===== config.mk =====
export PLATFORM = sky130hd
export DESIGN_NAME = sif_address_rx
export DESIGN_NICKNAME = d
export VERILOG_FILES = /design/src/rtl/sif_pkg.sv /design/src/rtl/sif_sync_edge.sv /design/src/rtl/sif_address_rx.sv
export SDC_FILE = /design/constraint.sdc
export NUM_CORES = 1
export LEC_CHECK = 0
export BUFFER_PORTS_ARGS = -buffer_cell sky130_fd_sc_hd__buf_2
export CORE_MARGIN = 1.5
export CORE_UTILIZATION = 59
export CTS_CLUSTER_SIZE = 24
export DETAILED_ROUTE_END_ITERATION = 7
export GPL_ROUTABILITY_DRIVEN = 0
export PLACE_DENSITY_LB_ADDON = 0.08
export SETUP_SLACK_MARGIN = 0.02
export SLEW_MARGIN = 5
export SYNTH_ARGS = -nofsm -noshare
export SYNTH_HDL_FRONTEND = slang
export SYNTH_SLANG_ARGS = --single-unit

===== constraint.sdc =====
create_clock -name clk_i -period 2.5 [get_ports clk_i]
set_input_delay 0.25 -clock clk_i [delete_from_list [all_inputs] [get_ports clk_i]]
set_output_delay 0.25 -clock clk_i [all_outputs]
set_load 0.01 [all_outputs]

===== src/rtl/sif_pkg.sv =====
// Shared SIF definitions: frame layout, field offsets and receiver states.
// Intended to be imported by both the address initiator and responder.
package sif_pkg;

    typedef enum logic [1:0] {
        Idle,
        Recv,
        Latch,
        Error
    } sif_rx_state_e;

    localparam int SIF_FRAME_BITS = 12;
    localparam int SIF_ADDR_W     = 4;
    localparam int SIF_SEL_W      = 1 << SIF_ADDR_W;

    localparam int SIF_TX1_LSB = 8;
    localparam int SIF_TX2_LSB = 4;
    localparam int SIF_RX_LSB  = 0;

    function automatic logic [SIF_ADDR_W-1:0] sif_field(
        input logic [SIF_FRAME_BITS-1:0] word,
        input int                        lsb
    );
        return SIF_ADDR_W'(word >> lsb);
    endfunction

    function automatic logic [SIF_SEL_W-1:0] sif_onehot(
        input logic [SIF_ADDR_W-1:0] addr
    );
        return SIF_SEL_W'(1) << addr;
    endfunction

endpackage


===== src/rtl/sif_sync_edge.sv =====
// N-stage synchroniser with rising-edge detect on the synchronised level.
// rise_o is high for one clk_i cycle per low-to-high transition of d_i.
module sif_sync_edge #(
    parameter int STAGES = 2
) (
    input  logic clk_i,
    input  logic rst_i,
    input  logic d_i,
    output logic rise_o
);

    logic [STAGES-1:0] r_sync;
    logic              r_prev;
    logic              w_level;

    assign w_level = r_sync[STAGES-1];

    always_ff @(posedge clk_i) begin
        if (rst_i) begin
            r_sync <= '0;
            r_prev <= 1'b0;
        end else begin
            r_sync <= {r_sync[STAGES-2:0], d_i};
            r_prev <= w_level;
        end
    end

    assign rise_o = w_level & ~r_prev;

endmodule


===== src/rtl/sif_address_rx.sv =====
// SIF address responder: oversamples spi_clk/spi_data, assembles a 12-bit
// frame and decodes it into one-hot selects. Option: SIF_ADDR_RX_CLASH_CHK_EN.
module sif_address_rx
    import sif_pkg::*;
#(
    parameter int SYNC_STAGES    = 2,
    parameter int TIMEOUT_CYCLES = 64,
    parameter int FRAME_BITS     = 12
) (
    input  logic                      clk_i,
    input  logic                      rst_i,
    input  logic                      en_i,
    input  logic                      spi_clk_i,
    input  logic                      spi_data_i,
    input  logic                      err_clr_i,
    output logic [SIF_SEL_W-1:0]      tx_sel_1_o,
    output logic [SIF_SEL_W-1:0]      tx_sel_2_o,
    output logic [SIF_SEL_W-1:0]      rx_sel_o,
    output logic                      valid_o,
    output logic                      busy_o,
    output logic                      err_o,
    output logic [SIF_FRAME_BITS-1:0] rx_word_mon_o
`ifdef SIF_ADDR_RX_CLASH_CHK_EN
    ,
    output logic                      clash_o
`endif
);

    localparam int TW = $clog2(TIMEOUT_CYCLES) + 1;
    localparam logic [TW-1:0] TMR_LAST = TW'(TIMEOUT_CYCLES - 1);
    localparam logic [TW-1:0] TMR_SAT  = '1;
    localparam logic [3:0]    CNT_LAST = 4'(FRAME_BITS - 1);

    sif_rx_state_e r_state;
    sif_rx_state_e w_state_nxt;

    logic                      w_edge;
    logic                      w_data;
    logic [SYNC_STAGES-1:0]    r_data_sync;
    logic [SIF_FRAME_BITS-1:0] r_shift;
    logic [3:0]                r_cnt;
    logic [TW-1:0]             r_timer;
    logic                      w_timeout;

    logic [SIF_ADDR_W-1:0]     w_tx1;
    logic [SIF_ADDR_W-1:0]     w_tx2;
    logic [SIF_ADDR_W-1:0]     w_rx;

    sif_sync_edge #(
        .STAGES (SYNC_STAGES)
    ) u_clk_sync (
        .clk_i  (clk_i),
        .rst_i  (rst_i),
        .d_i    (spi_clk_i),
        .rise_o (w_edge)
    );

    // Data path matches the clock path depth so the bit lines up with the edge.
    always_ff @(posedge clk_i) begin
        if (rst_i) begin
            r_data_sync <= '0;
        end else begin
            r_data_sync <= {r_data_sync[SYNC_STAGES-2:0], spi_data_i};
        end
    end

    assign w_data    = r_data_sync[SYNC_STAGES-1];
    assign w_timeout = (r_timer == TMR_LAST);

    always_ff @(posedge clk_i) begin
        if (rst_i) begin
            r_state <= Idle;
        end else begin
            r_state <= w_state_nxt;
        end
    end

    always_comb begin
        w_state_nxt = r_state;
        unique case (r_state)
            Idle: begin
                if (en_i && w_edge) begin
                    w_state_nxt = Recv;
                end
            end
            Recv: begin
                if (!en_i) begin
                    w_state_nxt = Idle;
                end else if (w_edge && (r_cnt == CNT_LAST)) begin
                    w_state_nxt = Latch;
                end else if (!w_edge && w_timeout) begin
                    w_state_nxt = Error;
                end
            end
            Latch:   w_state_nxt = Idle;
            Error:   w_state_nxt = Idle;
            default: w_state_nxt = Idle;
        endcase
    end

    always_ff @(posedge clk_i) begin
        if (rst_i) begin
            r_shift <= '0;
            r_cnt   <= '0;
            r_timer <= '0;
        end else begin
            unique case (r_state)
                Idle: begin
                    r_shift <= '0;
                    r_cnt   <= '0;
                    r_timer <= '0;
                    if (en_i && w_edge) begin
                        r_shift[0] <= w_data;
                        r_cnt      <= 4'd1;
                    end
                end
                Recv: begin
                    if (w_edge) begin
                        r_shift[r_cnt] <= w_data;
                        r_cnt          <= r_cnt + 4'd1;
                        r_timer        <= '0;
                    end else if (r_timer != TMR_SAT) begin
                        r_timer <= r_timer + TW'(1);
                    end
                end
                default: begin
                    r_timer <= '0;
                end
            endcase
        end
    end

    assign w_tx1 = sif_field(r_shift, SIF_TX1_LSB);
    assign w_tx2 = sif_field(r_shift, SIF_TX2_LSB);
    assign w_rx  = sif_field(r_shift, SIF_RX_LSB);

    always_ff @(posedge clk_i) begin
        if (rst_i) begin
            tx_sel_1_o    <= '0;
            tx_sel_2_o    <= '0;
            rx_sel_o      <= '0;
            rx_word_mon_o <= '0;
            valid_o       <= 1'b0;
`ifdef SIF_ADDR_RX_CLASH_CHK_EN
            clash_o       <= 1'b0;
`endif
        end else begin
            valid_o <= (r_state == Latch);
            if (r_state == Latch) begin
                rx_word_mon_o <= r_shift;
                tx_sel_1_o    <= sif_onehot(w_tx1);
                rx_sel_o      <= sif_onehot(w_rx);
`ifdef SIF_ADDR_RX_CLASH_CHK_EN
                // Equal tx addresses would double-drive one line; keep tx1 only.
                clash_o       <= (w_tx1 == w_tx2);
                tx_sel_2_o    <= (w_tx1 == w_tx2) ? '0 : sif_onehot(w_tx2);
`else
                tx_sel_2_o    <= sif_onehot(w_tx2);
`endif
            end
        end
    end

    // A timeout in the same cycle as a clear still leaves the flag set.
    always_ff @(posedge clk_i) begin
        if (rst_i) begin
            err_o <= 1'b0;
        end else if (r_state == Error) begin
            err_o <= 1'b1;
        end else if (err_clr_i) begin
            err_o <= 1'b0;
        end
    end

    assign busy_o = (r_state == Recv) || (r_state == Latch);

endmodule


* Word level (Yosys, flattened, before mapping) *
Cells that the tools add are included.

storage, ports and cells
  input port bits = 6
  output and inout bits = 63
  register bits after elaboration = 92
  logic and storage cells = 61

operators by class
  order comparisons = 2
  shift-type cells = 3
  reductions and logical operators = 13
  equal/unequal tests = 9
  $add $sub $neg = 2
  muxes and demuxes = 16
  bitwise operators = 3

operators by type and width
  kind                    count
  $shl A1 B4 Y16 const A  3
  $pmux W12 S2            1
  $bwmux W12              1
  $mux W12                1
  $mux W2                 4
  $pmux W4 S2             1
  $add A7 B1 Y7 const B   1
  $eq A7 B6 Y1 const B    1
  $ne A7 B7 Y1 const B    1
  $pmux W2 S3             1
  $lt A4 B5 Y1 const B    1
  $mux W1                 5
  $add A4 B1 Y4 const B   1
  $demux W1 S4            1
  $eq A2 B2 Y1 const B    2
  $eq A4 B4 Y1 const B    1
  $ge A4 B1 Y1 const B    1
  $logic_and A1 B1 Y1     4
  $mux W4                 1
  $ne A2 B2 Y1 const B    2
  $ne A4 B4 Y1 const B    1
  $reduce_and A2 Y1       2
  $reduce_bool A2 Y1      2
  $reduce_or A3 Y1        1
  other kinds (7)         8

* Longest topological paths before layout *
Gate-level depths: netlist (run 1).

  depth after elaboration = 8
  depth in mapped cells = 8
  mapped depth without buffers = 6

* Modules after synthesis *
From an unflattened synthesis (run 1), not the netlist that was laid out.

second synthesis, totals
  cells, all modules = 460
  area, all modules = 3,798.6 um2

modules (own cells, without submodules)
  module          instances  area each (um2)  cells each
  sif_address_rx  1          3,711.1          453
  sif_sync_edge   1          87.6             7

* Worst setup path before layout (run 1) *
No wires, ideal clock.

  path type = register to register
  start = register r_state[1]
  end = register r_cnt[1]
  arrival = 1,429 ps
  stages on the path, launching flop included = 7
  buffers on the path = 1
  required time = 2,433 ps
  setup time = 67 ps
  clock period less this slack = 1,496 ps
  setup slack = 1,004 ps
  cell sequence = dfxtp_1 inv_1 ha_1 and3b_1 buf_6 or3_1 a21oi_2

on the way
  cells in the longest elaborated chain, start to end = 3
  elaborated cells between the ends (all ways) = 6
  those cells by class = eq/ne (2); mux (1); reduce/logical (3)

RTL lines
  what                                                                 RTL line               RTL
  from (decl)                                                          sif_address_rx.sv:34   sif_rx_state_e r_state;
  from (signal assigned)                                               sif_address_rx.sv:72   r_state <= Idle;
  from (signal assigned)                                               sif_address_rx.sv:74   r_state <= w_state_nxt;
  $eq A2 B1 Y1 or $logic_not A2 Y1 (tied branches)                     sif_address_rx.sv:107  unique case (r_state)
  $ne A2 B2 Y1 (no source line) or $reduce_bool A2 Y1 (tied branches)  n/a
  $reduce_and A2 Y1 (no source line)                                   n/a
  to (signal assigned)                                                 sif_address_rx.sv:120  r_cnt <= r_cnt + 4'd1;
  to (decl)                                                            sif_address_rx.sv:41   logic [3:0] r_cnt;

Parallel ways exist; a longest one is shown, timed or not.
A chain may end at the register's enable or synchronous reset.

* Final worst setup path (run 1) *
  start = register r_state[1]
  end = register r_shift[3]

on the way
  cells in the longest elaborated chain, start to end = 3
  elaborated cells between the ends (all ways) = 6
  those cells by class = eq/ne (2); mux (1); reduce/logical (3)

RTL lines
  what                                                                 RTL line               RTL
  $eq A2 B1 Y1 or $logic_not A2 Y1 (tied branches)                     sif_address_rx.sv:107
  $ne A2 B2 Y1 (no source line) or $reduce_bool A2 Y1 (tied branches)  n/a
  $reduce_and A2 Y1 (no source line)                                   n/a
  to (signal, indexed assignment)                                      sif_address_rx.sv:119  r_shift[r_cnt] <= w_data;
  to (decl)                                                            sif_address_rx.sv:40   logic [SIF_FRAME_BITS-1:0] r_shift;

Parallel ways exist; a longest one is shown, timed or not.

==> results.yml, run 1 <==
detailed_routing:
  via_count: 3210
  via_per_inst: 5.554
  postRouteAntennaNets: 0
  route.detailed.wl_per_inst_um: 13.13
  first_pass_iters: 4
  drc: 0
  drt_iter0_drc: 136
  drt-total-wl_mm: 7.588
cts:
  cts_post_setup_buffers_inserted: 0
  tritoncts: "yes"
  holdBufCountCts: 0
  clk_path_buf_depth: 2
  clk_latency_ns: 0.34
  cts-root-buf: "clkbuf_8"
  clk_pin_slew_worst_paths_ns: 0.09
  cts_resized: 0
  htree_num_levels: 3
  clock_sinks: 92
  cts_buffers: 9
power_and_ir_drop:
  leakagePower_nw: 1.662
  irDropWorstVdd_v: 0.0003300
  p_per_area_mw_per_mm2: 572.9
  p_total_mw: 2.475
layout:
  seq_area_mm2: 0.001842
  multi_input_area_mm2: 0.001785
  fillers: 558
  area_growth_pct: 12.26
  layout.nets: 511
  drive_above_1_share_pct: 18.96
  antenna_cells: 0
floorplan:
  initial_utilization_pct: 60.96
  fp.dieH_um: 83.77
  die_x_um: 83.77
  die_area_mm2: 0.007017
  core.rowCount: 29
  ios: 69
  coreArea_mm2: 0.006314
setup_path:
  r2r_start: "r_state[1]"
  r2r_cells: 6
  rrSetupSlack_ns: 0.31
  cpPeakStageDelay_ns: 0.64
  critPathMaxFanout: 21
  start_kind: "register"
  critPathSlowestCell: "and3b_1"
  worstPathArrival_ns: 2.41
  crit_chain: "inv_1 > ha_1 > and3b_1 > nand2_1 > o311ai_0 > a21oi_1"
  critPathLaunch: "r_state[1]"
  worstPathRequired_ns: 2.72
  cp-end-kind: "register"
  path_class: "register to register"
run_status:
  status: "finished clean"
synthesis:
  yosysMostFrequentCell: "dfxtp_1"
  ys_top_cells_by_area: "dfxtp_1 48%, a21oi_1 8.2%, nand4_1 5.5%, nand2_1 4.9%, nand3_1 4.4%"
  synth_top_area_share_pct: 47.85
  yosys-top-cells-count: "92 x dfxtp_1, 63 x a21oi_1, 50 x nand2_1"
  netlist_instances: 453
  synth_area_mm2: 0.003849
  ys_warn_count: 0
  async_reset_ff_share_pct: 0
  synth_cell_types: 39
  avgSynthCellArea_um2: 8.496
  ys.flop_type: "dfxtp_1"
  synth_edf_count: 0
  synthesis.nets: 468
  yosysTopAreaCell: "dfxtp_1"
  ys_seq_elements: 92
  ys_seq_area_share_pct: 47.85
timing:
  setup_viol: 0
  max_freq_ghz: 0.4574
  period_share_pct: 87.45
  final_max_slew_viol_count: 0
  skew_ns: 0.008595
  finalHoldViolCount: 0
  worst_slew_margin_rel_pct: 54.33
  grt_setup_unrepaired: "no"
  setup-tns-final_ns: 0
  whs_ns: 0.1185
  worstMarginPinSlew_ns: 0.6851
  period_minus_slack_ns: 2.186
hold_path:
  hp-start: "spi_data_i"
  hp-class: "primary input to register"
  min_path_cells: 2
run:
  cap_violations: 0
global_route:
  antenna_found_initial: 0
  grt_pass1_vias: 2749
  grt_overflow_total: 0
  grt_pass1_wl_mm: 12.49
  grt_usage_pct: 21.37
  grt_start_max_net_pins: 40
placement:
  io_buffers: 68
  dp_hpwl_mm: 4.998
-- metal layers --
layer,track usage (%),up-vias,wire length [um],share of wire (%)
met5,0,-,0,0
met4,6.259,0,33,0.43
met3,5.242,2,339,4.5
met2,33.58,77,3543,47
met1,29.36,1459,3672,48
li1,-,1672,-,-
-- area by class of cell --
cell class	instances	area share, %
well taps	77	2.230
clock buffers	10	3.186
clock inverters	6	0.8978
flip-flops and latches	92	42.63
multi-input cells	312	41.33
repair buffers	73	9.036
inverters	8	0.6950
-- worst max-delay path: cells and delay by family (launching register included) --
kind	cells	cell delay, ns
and+or+nand+nor	2	0.85
DFF	1	0.36
buffers and inverters	1	0.09
adders and majority gates	1	0.35
AOI/OAI and AO/OA	2	0.43
-- layout by cell type, fill, tap and decap left out, drive strengths merged --
cell type,count
a21oi,64
a311oi,1
nand3b,4
and3b,1
clkinvlp,2
a31oi,6
inv,8
nand4,34
xnor2,2
nor2,36
nand3,34
nand2,50
o41ai,1
dfxtp,92
nand2b,4
mux2i,14
buf,73
o211ai,5
clkinv,4
o21ai,3
or3,1
and2b,2
nor2b,21
nor3b,1
ha,9
clkbuf,10
and3,2
or2,1
a211oi,3
nor3,6
xor2,1
o311a,1
a221o,1
a21o,1
o311ai,3
-- stage by stage --
stage	util, %	cells	setup slack (ns)	area (um^2)
after floorplan	-	453	1.004	3849
after global placement	65.64	562	0.4285	4144
after detailed placement	65.64	562	0.3466	4144
after CTS	68.43	578	0.3323	4320
after global routing	68.43	578	0.09386	4320
final	68.43	578	0.3138	4320
-- registers in the layout (all words and copies together) (netlist names), 2 cells and up --
signal	count
rx_sel_o	16
tx_sel_1_o	16
tx_sel_2_o	16
r_shift	12
rx_word_mon_o	12
r_timer	7
r_cnt	4
r_data_sync	2
r_state	2
u_clk_sync.r_sync	2
-- path summary, 6_finish.rpt --
kind / to
hold reg to reg: r_data_sync[1]
setup / recovery: r_shift[3]
setup reg to reg: r_shift[3]
hold / removal: r_data_sync[0]
-- kinds of logic (layout without fill, tap and decap cells) --
group                      Yosys count  count (layout)  synth area share (%)
and+or+nand+nor                    197             197                 25.68
DFF                                 92              92                 47.85
AOI/OAI and AO/OA                   89              89                 13.39
buffers and inverters               49              97                 5.819
muxes                               14              14                 3.641
adders and majority gates            9               9                 2.926
xor gates and xnor gates             3               3                0.6828
-- power breakdown --
group	switching [mW]	total [mW]	internal, mW	leakage (nW)
clock	0.491	0.878	0.387	0.0885
sequential	0.00985	1.48	1.47	0.742
combinational	0.0810	0.116	0.0345	0.832
total	0.582	2.48	1.89	1.66
(Power assumes the default switching activity.)
==> run 2: changes to the inputs <==
- PLACE_DENSITY: unset -> 0.91
- PLACE_DENSITY_LB_ADDON: 0.08 -> unset
==> run 2 against run 1 <==
Count of clock-buffer cells in the layout up 1. Utilization is 0.22 points higher. Highest routed layer unchanged. Register-to-register slack about the same. Sequential power about the same. Clock power up 13%. Die area did not move.
==> results.yml, run 2 (same netlist as run 1, synthesis figures left out) <==
timing:
  period_share_pct: 87.73
  max_freq_ghz: 0.4559
  finalHoldViolCount: 0
  setup_slack_ns: 0.3068
  setup-tns-final_ns: 0
  worst_slew_margin_rel_pct: 55.02
  grt_setup_unrepaired: "no"
  final_max_slew_viol_count: 0
  worstMarginPinSlew_ns: 0.6747
  setup_viol: 0
  period_minus_slack_ns: 2.193
  skew_ns: 0.009740
hold_path:
  holdPathEnd: "u_clk_sync.r_sync[0]"
  min_path_cells: 2
  hp-start: "spi_clk_i"
  hp-class: "primary input to register"
setup_path:
  regToRegEndpoint: "r_shift[3]"
  critPathLaunch: "r_state[1]"
  cp-end-kind: "register"
  r2r_start: "r_state[1]"
  rrSetupSlack_ns: 0.31
  critical_path.top_delay_family: "simple AND/OR/NAND/NOR gates"
  critPathMaxFanout: 21
  r2r_cells: 6
  path_class: "register to register"
  cpPeakStageDelay_ns: 0.62
  cp.buffers_inverters: 1
  crit_chain: "inv_1 > ha_1 > and3b_1 > nand2_1 > o311ai_0 > a21oi_1"
  worstPathArrival_ns: 2.45
  critPathSlowestCell: "and3b_1"
  start_kind: "register"
  worstPathRequired_ns: 2.75
cts:
  clk_path_buf_depth: 2
  clk_pin_slew_worst_paths_ns: 0.09
  cts_buffers: 9
  clock_sinks: 92
  cts_resized: 0
  cts-root-buf: "clkbuf_8"
  tritoncts: "yes"
  htree_num_levels: 3
  cts_post_setup_buffers_inserted: 0
  clk_latency_ns: 0.37
  holdBufCountCts: 0
power_and_ir_drop:
  irDropWorstVdd_v: 0.0003958
  p_per_area_mw_per_mm2: 598.1
  internal_power_mw: 1.974
  p_comb_share_pct: 4.6
  leakagePower_nw: 1.659
  p_total_mw: 2.592
  swShare_pct: 23.84
  clockPowerShare_pct: 38.3
  sequentialPowerShare_pct: 57.2
  power_switching_uw: 618.0
layout:
  fin_cells: 576
  finalInstanceArea_mm2: 0.004334
  area_growth_pct: 12.61
  drive_above_1_share_pct: 18.24
  final_cell_mix: "92 x dfxtp_1, 68 x buf_2, 63 x a21oi_1, 50 x nand2_1, 36 x nor2_1"
  antenna_cells: 0
  layout_commonest_cell: "dfxtp_1"
  layout.nets: 509
  top_regs: "rx_sel_o (16), tx_sel_1_o (16), tx_sel_2_o (16)"
run:
  cap_violations: 0
placement:
  io_buffers: 68
  placed_area_mm2: 0.004141
  placed_cells: 560
  place_worst_setup_slack_ns: 0.3600
  dp_hpwl_mm: 5.602
global_route:
  antenna_found_initial: 0
  grt_pass1_wl_mm: 13.68
  grt_start_max_net_pins: 53
  grt_pass1_vias: 3053
  grt_overflow_total: 0
  grt_usage_pct: 23.80
floorplan:
  fp.dieH_um: 83.77
  core.rowCount: 29
  ios: 69
  initial_utilization_pct: 60.96
  die_area_mm2: 0.007017
  coreArea_mm2: 0.006314
  die_x_um: 83.77
detailed_routing:
  route.detailed.wl_per_inst_um: 14.50
  drt-total-wl_mm: 8.350
  via_count: 3420
  drt_iter0_drc: 327
  drc: 0
  via_per_inst: 5.938
  postRouteAntennaNets: 0
  first_pass_iters: 5
run_status:
  status: "finished clean"
==> run 2: cell types whose count changed in the layout (fill, tap and decap cells not counted), sizes merged <==
cell / change
clkbuf: +1
buf: -2
clkinvlp: +1
bufinv: +1
clkinv: -3
==> run 2: layer usage <==
layer  GRT usage (%)  up-vias  routed length [um]
li1                -     1667                   -
met1           28.88     1604                3609
met4           11.92        0                 168
met3           4.649       20                 488
met2           40.25      129                4083
met5               0        -                   0
==> run 2: area by class of cell <==
class	instances	area [um^2]
clock buffers	11	131.4
clock inverters	5	61.31
fillers	496	1979
inverters	8	30.03
multi-input cells	312	1785
flip-flops and latches	92	1842
well taps	77	96.34
repair buffers	71	387.9
==> run 2: metrics by stage <==
stage | util, % | hold slack [ns]
2_1_floorplan | - | 0.3782
3_3_place_gp | 65.60 | 0.4163
3_5_place_dp | 65.60 | 0.4231
4_1_cts | 68.65 | 0.09181
5_1_grt | 68.65 | 0.1107
6_report | 68.65 | 0.09572
==> run 2: worst reg2reg max path: cells and delay by family, from the launching register on <==
kind,cells,cell delay (ns)
buffers and inverters,1,0.10
DFF,1,0.36
AOI/OAI and AO/OA,2,0.44
adders and majority gates,1,0.35
and+or+nand+nor,2,0.83
==> run 2: power by group through the flow <==
stage | combinational, mW | clock (mW) | sequential (mW)
floorplan | 0.0974 | 0 | 1.51
global placement | 0.114 | 0 | 1.52
detailed placement | 0.117 | 0 | 1.52
CTS | 0.118 | 0.997 | 1.48
global route | 0.131 | 1.06 | 1.48
finish | 0.118 | 0.992 | 1.48
==> run 2: worst max-delay path by stage <==
stage,depth (start not counted),to,slack (ns)
final,6,r_shift[3],0.31
after global routing,6,r_shift[3],0.10
after CTS,6,r_shift[3],0.34
after detailed placement,6,r_shift[3],0.36
after global placement,6,r_shift[3],0.48
after floorplan,6,r_cnt[1],1.00
